## src/rtl/rf_wb_arbiter.sv

```systemverilog
// rtl/rf_wb_arbiter.sv - writeback arbiter: ALU direct path plus shared in-order queue for LSU/MUL-DIV
// Drives the single register-file write port and exposes pending destination registers.
module rf_wb_arbiter #(
  parameter int XLEN          = 32,
  parameter int RF_ADDR_WIDTH = 5,
  parameter int REG_NUM       = 32,
  parameter int QDEPTH        = 4
) (
  input  logic                     clk,
  input  logic                     rst,
  input  logic                     alu_valid,
  input  logic [RF_ADDR_WIDTH-1:0] alu_rd,
  input  logic [XLEN-1:0]          alu_data,
  input  logic                     lsu_valid,
  output logic                     lsu_ready,
  input  logic [RF_ADDR_WIDTH-1:0] lsu_rd,
  input  logic [XLEN-1:0]          lsu_data,
  input  logic                     md_valid,
  output logic                     md_ready,
  input  logic [RF_ADDR_WIDTH-1:0] md_rd,
  input  logic [XLEN-1:0]          md_data,
  output logic                     rf_wen,
  output logic [RF_ADDR_WIDTH-1:0] rf_waddr,
  output logic [XLEN-1:0]          rf_wdata,
  output logic [REG_NUM-1:0]       pend_mask,
  output logic [$clog2(QDEPTH):0]  q_count
);

  localparam int PW = $clog2(QDEPTH);
  localparam int CW = PW + 1;

  logic [RF_ADDR_WIDTH-1:0] q_rd_q   [QDEPTH];
  logic [XLEN-1:0]          q_data_q [QDEPTH];

  logic [PW-1:0]            wr_ptr_q, wr_ptr_d, rd_ptr_q, rd_ptr_d;
  logic [CW-1:0]            count_q, count_d;
  logic                     rr_q, rr_d;
  logic                     rf_wen_q, rf_wen_d;
  logic [RF_ADDR_WIDTH-1:0] rf_waddr_q, rf_waddr_d;
  logic [XLEN-1:0]          rf_wdata_q, rf_wdata_d;

  logic                     full, empty, grant_lsu, grant_md;
  logic                     enq_lsu, enq_md, enq, pop;
  logic [RF_ADDR_WIDTH-1:0] enq_rd;
  logic [XLEN-1:0]          enq_data;
  logic [PW-1:0]            idx;

  always_comb begin
    full      = (count_q == CW'(QDEPTH));
    empty     = (count_q == '0);
    // rr_q=0 prefers LSU, rr_q=1 prefers MD; only consulted when both are valid
    grant_lsu = lsu_valid & (~md_valid | ~rr_q);
    grant_md  = md_valid & (~lsu_valid | rr_q);
    lsu_ready = grant_lsu & ~full;
    md_ready  = grant_md & ~full;
    enq_lsu   = lsu_valid & lsu_ready;
    enq_md    = md_valid & md_ready;
    enq       = enq_lsu | enq_md;
    pop       = ~alu_valid & ~empty;
    enq_rd    = enq_md ? md_rd : lsu_rd;
    enq_data  = enq_md ? md_data : lsu_data;

    wr_ptr_d  = wr_ptr_q + PW'(enq);
    rd_ptr_d  = rd_ptr_q + PW'(pop);
    count_d   = count_q + CW'(enq) - CW'(pop);
    rr_d      = (lsu_valid & md_valid & enq) ? ~rr_q : rr_q;

    rf_wen_d   = 1'b0;
    rf_waddr_d = rf_waddr_q;
    rf_wdata_d = rf_wdata_q;
    if (alu_valid) begin
      rf_wen_d   = (alu_rd != '0);
      rf_waddr_d = alu_rd;
      rf_wdata_d = alu_data;
    end else if (!empty) begin
      rf_wen_d   = (q_rd_q[rd_ptr_q] != '0);
      rf_waddr_d = q_rd_q[rd_ptr_q];
      rf_wdata_d = q_data_q[rd_ptr_q];
    end
  end

  // Pending mask walks only the occupied slots, so stale storage never leaks in
  always_comb begin
    pend_mask = '0;
    idx       = '0;
    for (int i = 0; i < QDEPTH; i++) begin
      idx = rd_ptr_q + PW'(i);
      if (CW'(i) < count_q) pend_mask[q_rd_q[idx]] = 1'b1;
    end
    pend_mask[0] = 1'b0;
  end

  always_ff @(posedge clk or posedge rst) begin
    if (rst) begin
      wr_ptr_q   <= '0;
      rd_ptr_q   <= '0;
      count_q    <= '0;
      rr_q       <= 1'b0;
      rf_wen_q   <= 1'b0;
      rf_waddr_q <= '0;
      rf_wdata_q <= '0;
    end else begin
      wr_ptr_q   <= wr_ptr_d;
      rd_ptr_q   <= rd_ptr_d;
      count_q    <= count_d;
      rr_q       <= rr_d;
      rf_wen_q   <= rf_wen_d;
      rf_waddr_q <= rf_waddr_d;
      rf_wdata_q <= rf_wdata_d;
    end
  end

  always_ff @(posedge clk) begin
    if (enq) begin
      q_rd_q[wr_ptr_q]   <= enq_rd;
      q_data_q[wr_ptr_q] <= enq_data;
    end
  end

  assign rf_wen   = rf_wen_q;
  assign rf_waddr = rf_waddr_q;
  assign rf_wdata = rf_wdata_q;
  assign q_count  = count_q;

endmodule

```

## config.mk

```make
export PLATFORM = sky130hd
export DESIGN_NAME = rf_wb_arbiter
export DESIGN_NICKNAME = d
export VERILOG_FILES = /design/src/rtl/rf_wb_arbiter.sv
export SDC_FILE = /design/constraint.sdc
export NUM_CORES = 1
export LEC_CHECK = 0
export ABC_AREA = 1
export CORE_UTILIZATION = 57
export DETAILED_ROUTE_END_ITERATION = 12
export PLACE_DENSITY = 0.95
export SLEW_MARGIN = 20
export SYNTH_ARGS = -nofsm -noshare
export SYNTH_HDL_FRONTEND = slang
export SYNTH_SLANG_ARGS = --single-unit
export TNS_END_PERCENT = 50
```

## constraint.sdc

```tcl
create_clock -name clk -period 8.7 [get_ports clk]
set_input_delay 1.305 -clock clk [delete_from_list [all_inputs] [get_ports clk]]
set_output_delay 1.305 -clock clk [all_outputs]
set_load 0.005 [all_outputs]
```

==> run summary <==
DR pass1 iterations -> 7
Sequential cell area -> 0.00560 mm²
Hold endpoint -> rf_wdata[23]$_DFFE_PP0P_
Clock-pin slew on the worst setup and hold paths -> 0.07 ns
FF-to-FF End -> q_count[2]$_DFF_PP0_
Worst Reg-to-Reg Cells -> 10
Reg-to-reg startpoint -> q_count[0]$_DFF_PP0_
CTS tree -> built
Normalized max-slew margin -> 37.7%
Fin crit share -> 55.8%
Post-Synth Simple-Gate Area -> 32.9%
Detailed placement HPWL -> 18.4 mm
Cell chosen for the clock root -> clkbuf_16
Syn_nets -> 1323
Most frequent cell after synthesis -> nand2_1
Synth unique cells -> 28
Final setup vio count -> 0
Largest family of logic cells by synthesized area -> simple AND/OR/NAND/NOR gates
Crit path from -> rd_ptr_q[0]$_DFF_PP0_
Share of power burned in registers -> 34.8%
CTS max path bufs -> 2
CP required -> 7.39 ns
Port Buffer Count -> 189
Vias in the first global route -> 8745
Gpl congestion -> 0.995
Worst Tran Pin Value -> 0.933 ns
ANT cells -> 0
WS Path Type -> flop to output pin
Post-synth EDFFs -> 148
GR Util All Layers -> 32.0%
Min Tclk post-route -> 4.85 ns
Cell count after synthesis -> 1200
Synth Cell Area -> 0.00990 mm²
H-tree levels -> 4
First-pass GRT wire length -> 43.5 mm
Worst EP arrival -> 3.55 ns
Pint -> 2.52 mW
Synth area leader -> edfxtp_1
Post-synthesis mux area share -> 0%
Area grow syn2layout -> 26.5%
Hold_ws -> 0.493 ns
Die ar. -> 0.0179 mm²
Post-CTS setup buffers -> 0
Vias per cell -> 5.72
Routed len/inst -> 17.6 µm
Final nets -> 1494
Area of the multi-input gates -> 0.00390 mm²
Clock power share -> 17.5%
Crit path max fanout -> 39
Clock skew -> 0.00872 ns
Reg2Reg Setup Slack -> 5.70 ns
Status -> finished clean
Worst Hold Depth -> 2
Top cells by count, synth -> nand2_1 (480), nor2_1 (220), edfxtp_1 (148)
Final-layout fill cell count -> 1116
Clock Latency Late Sink -> 0.44 ns
Complex-gate fraction of the synthesized area -> 4.88%
Comb pwr share -> 47.7%
Post-CTS Resized -> 0
Syn Area/Cell -> 8.25 µm²
Largest net degree at the start of global routing -> 47
Top area cells in the synthesized netlist -> edfxtp_1 (45%), nand2_1 (18%), dfrtp_1 (12%)
Final slew viol count -> 0
RSZ-0062 raised after global routing -> false
LEAKAGE -> 5.16 nW
Sw power -> 1.92 mW
Ys Warns -> 0
Post-synth top flop -> edfxtp_1
Async set or reset register ratio after synthesis -> 23.7%
Final TNS setup -> 0 ns
TritonCTS Sinks -> 194
Initial antenna violation count -> 0
Post-DRT Antenna Nets -> 0
Cts hold-fix bufs -> 0
Synth Area in XOR/XNOR -> 0.354%
Placed Cells -> 1572
Number of synthesized register bits -> 194
Post-Layout Cell Count -> 1604
Die span in x -> 134 µm
Startpoint types -> flop
Share of the synthesized area in the top cell type -> 44.9%
PwrDens -> 354 mW/mm²
Total core area -> 0.0168 mm²
Max_cap viols -> 0
Inserted Clock Buffers -> 17
Final Hold Vio Count -> 0
Worst Hold Class -> flop to flop
Fraction of layout cells with a size suffix above 1 -> 4.70%
Grt total ovfl -> 0
Worst VDD drop -> 0.000237 V
Drt drc -> 0
Final core occ -> 74.7%
Top-level I/O count -> 191
Total power -> 4.44 mW
Fmax -> 206 MHz
Switching Fraction -> 43.3%
Initial DRC Count -> 1023
Initial Util -> 59.0%
Crit. End Element -> output pin
Worst Min Path Start -> rf_wdata[23]$_DFFE_PP0P_
Final wirelength -> 28.2 mm
DIE HEIGHT -> 134 µm
Synth Area in Adders -> 0.961%
Row count -> 47
Via Count -> 9171
Seq/Total Area, Yosys -> 56.5%
## how the worst max path moves through the flow
stage                                    end  slack (ns)  cells after the start
finish                         pend_mask[16]        3.85                     11
detailed placement                  md_ready        4.11                      5
CTS                            pend_mask[16]        3.92                     11
floorplan           q_data_q[0][0]$_DFFE_PP_        3.96                      5
global placement                    md_ready        4.13                      5
global route                   pend_mask[24]        3.60                     11
## cells in the final DEF (no fill, tap or decap), types with 2 or more instances in the layout
master and count:
inv_6 4, nand3_1 70, o221ai_1 4, clkbuf_16 17
o21ai_0 53, a21boi_0 2, clkinv_2 3, xor2_1 3
edfxtp_1 148, nor3_2 4, clkinv_4 3, inv_1 43
ha_1 6, o21ai_1 13, inv_8 2, dfrtp_1 46
nor2_1 219, clkdlybuf4s50_1 189, nand4_1 27, nand3_2 8
nand2_1 479, buf_4 12, nand2_2 3, a22oi_1 12
inv_2 4
## power by group through the flow
stage                     Clock, mW  Combinational [mW]  Sequential, mW
after CTS                     0.780                2.08            1.54
after floorplan                   0                1.25            1.53
final                         0.775                2.12            1.54
after global placement            0                1.98            1.53
after global routing          0.816                2.31            1.56
after detailed placement          0                2.06            1.55
## logic make-up (layout without fill, tap and decap cells)
kind of cell,count (synthesis),after routing
AOI/OAI and AO/OA,86,86
xor gates and xnor gates,4,4
adders and majority gates,7,7
buffers and inverters,97,281
DFF,194,194
other,1,1
and+or+nand+nor,811,811
## critical path: stages (launching register included)
cell and delay [ns]:
dfrtp_1 0.38, buf_4 0.25, inv_2 0.46, nand2_1 0.14, nand2_1 0.47, nand2_1 0.10
nand2_1 0.13, nand3_1 0.33, nor2_1 0.21, nor2_1 0.05, nand2_1 0.06, clkdlybuf4s50_1 0.52
## final cells by class
cell class,instances,share of cell area (%)
flip-flops and latches,194,44.7
multi-input cells,909,31.2
repair buffers,201,15.8
clock buffers,18,3.51
well taps,220,2.20
inverters,48,1.45
clock inverters,14,1.18
## through the flow
stage	setup slack, ns	cell area, µm²
final	3.85	12500
after global routing	3.60	12500
after CTS	3.92	12500
after detailed placement	4.11	11900
after global placement	4.13	11900
after floorplan	3.96	9900
## metal layers
metal | up-vias | wire, µm | track usage [%]
met2 | 631 | 14200 | 55.2
met3 | 85 | 2780 | 6.01
met1 | 4188 | 10400 | 38.9
met4 | 0 | 797 | 14.6
li1 | 4267 | - | -
met5 | - | 0 | 0
## sequential cells by signal (all words and copies together) (netlist names)
register  count
q_count       3
q_data_q    128
q_rd_q       20
rd_ptr_q      2
rf_waddr      5
rf_wdata     32
rf_wen        1
rr_q          1
wr_ptr_q      2
No activity file was read; power rests on OpenSTA's default activity.
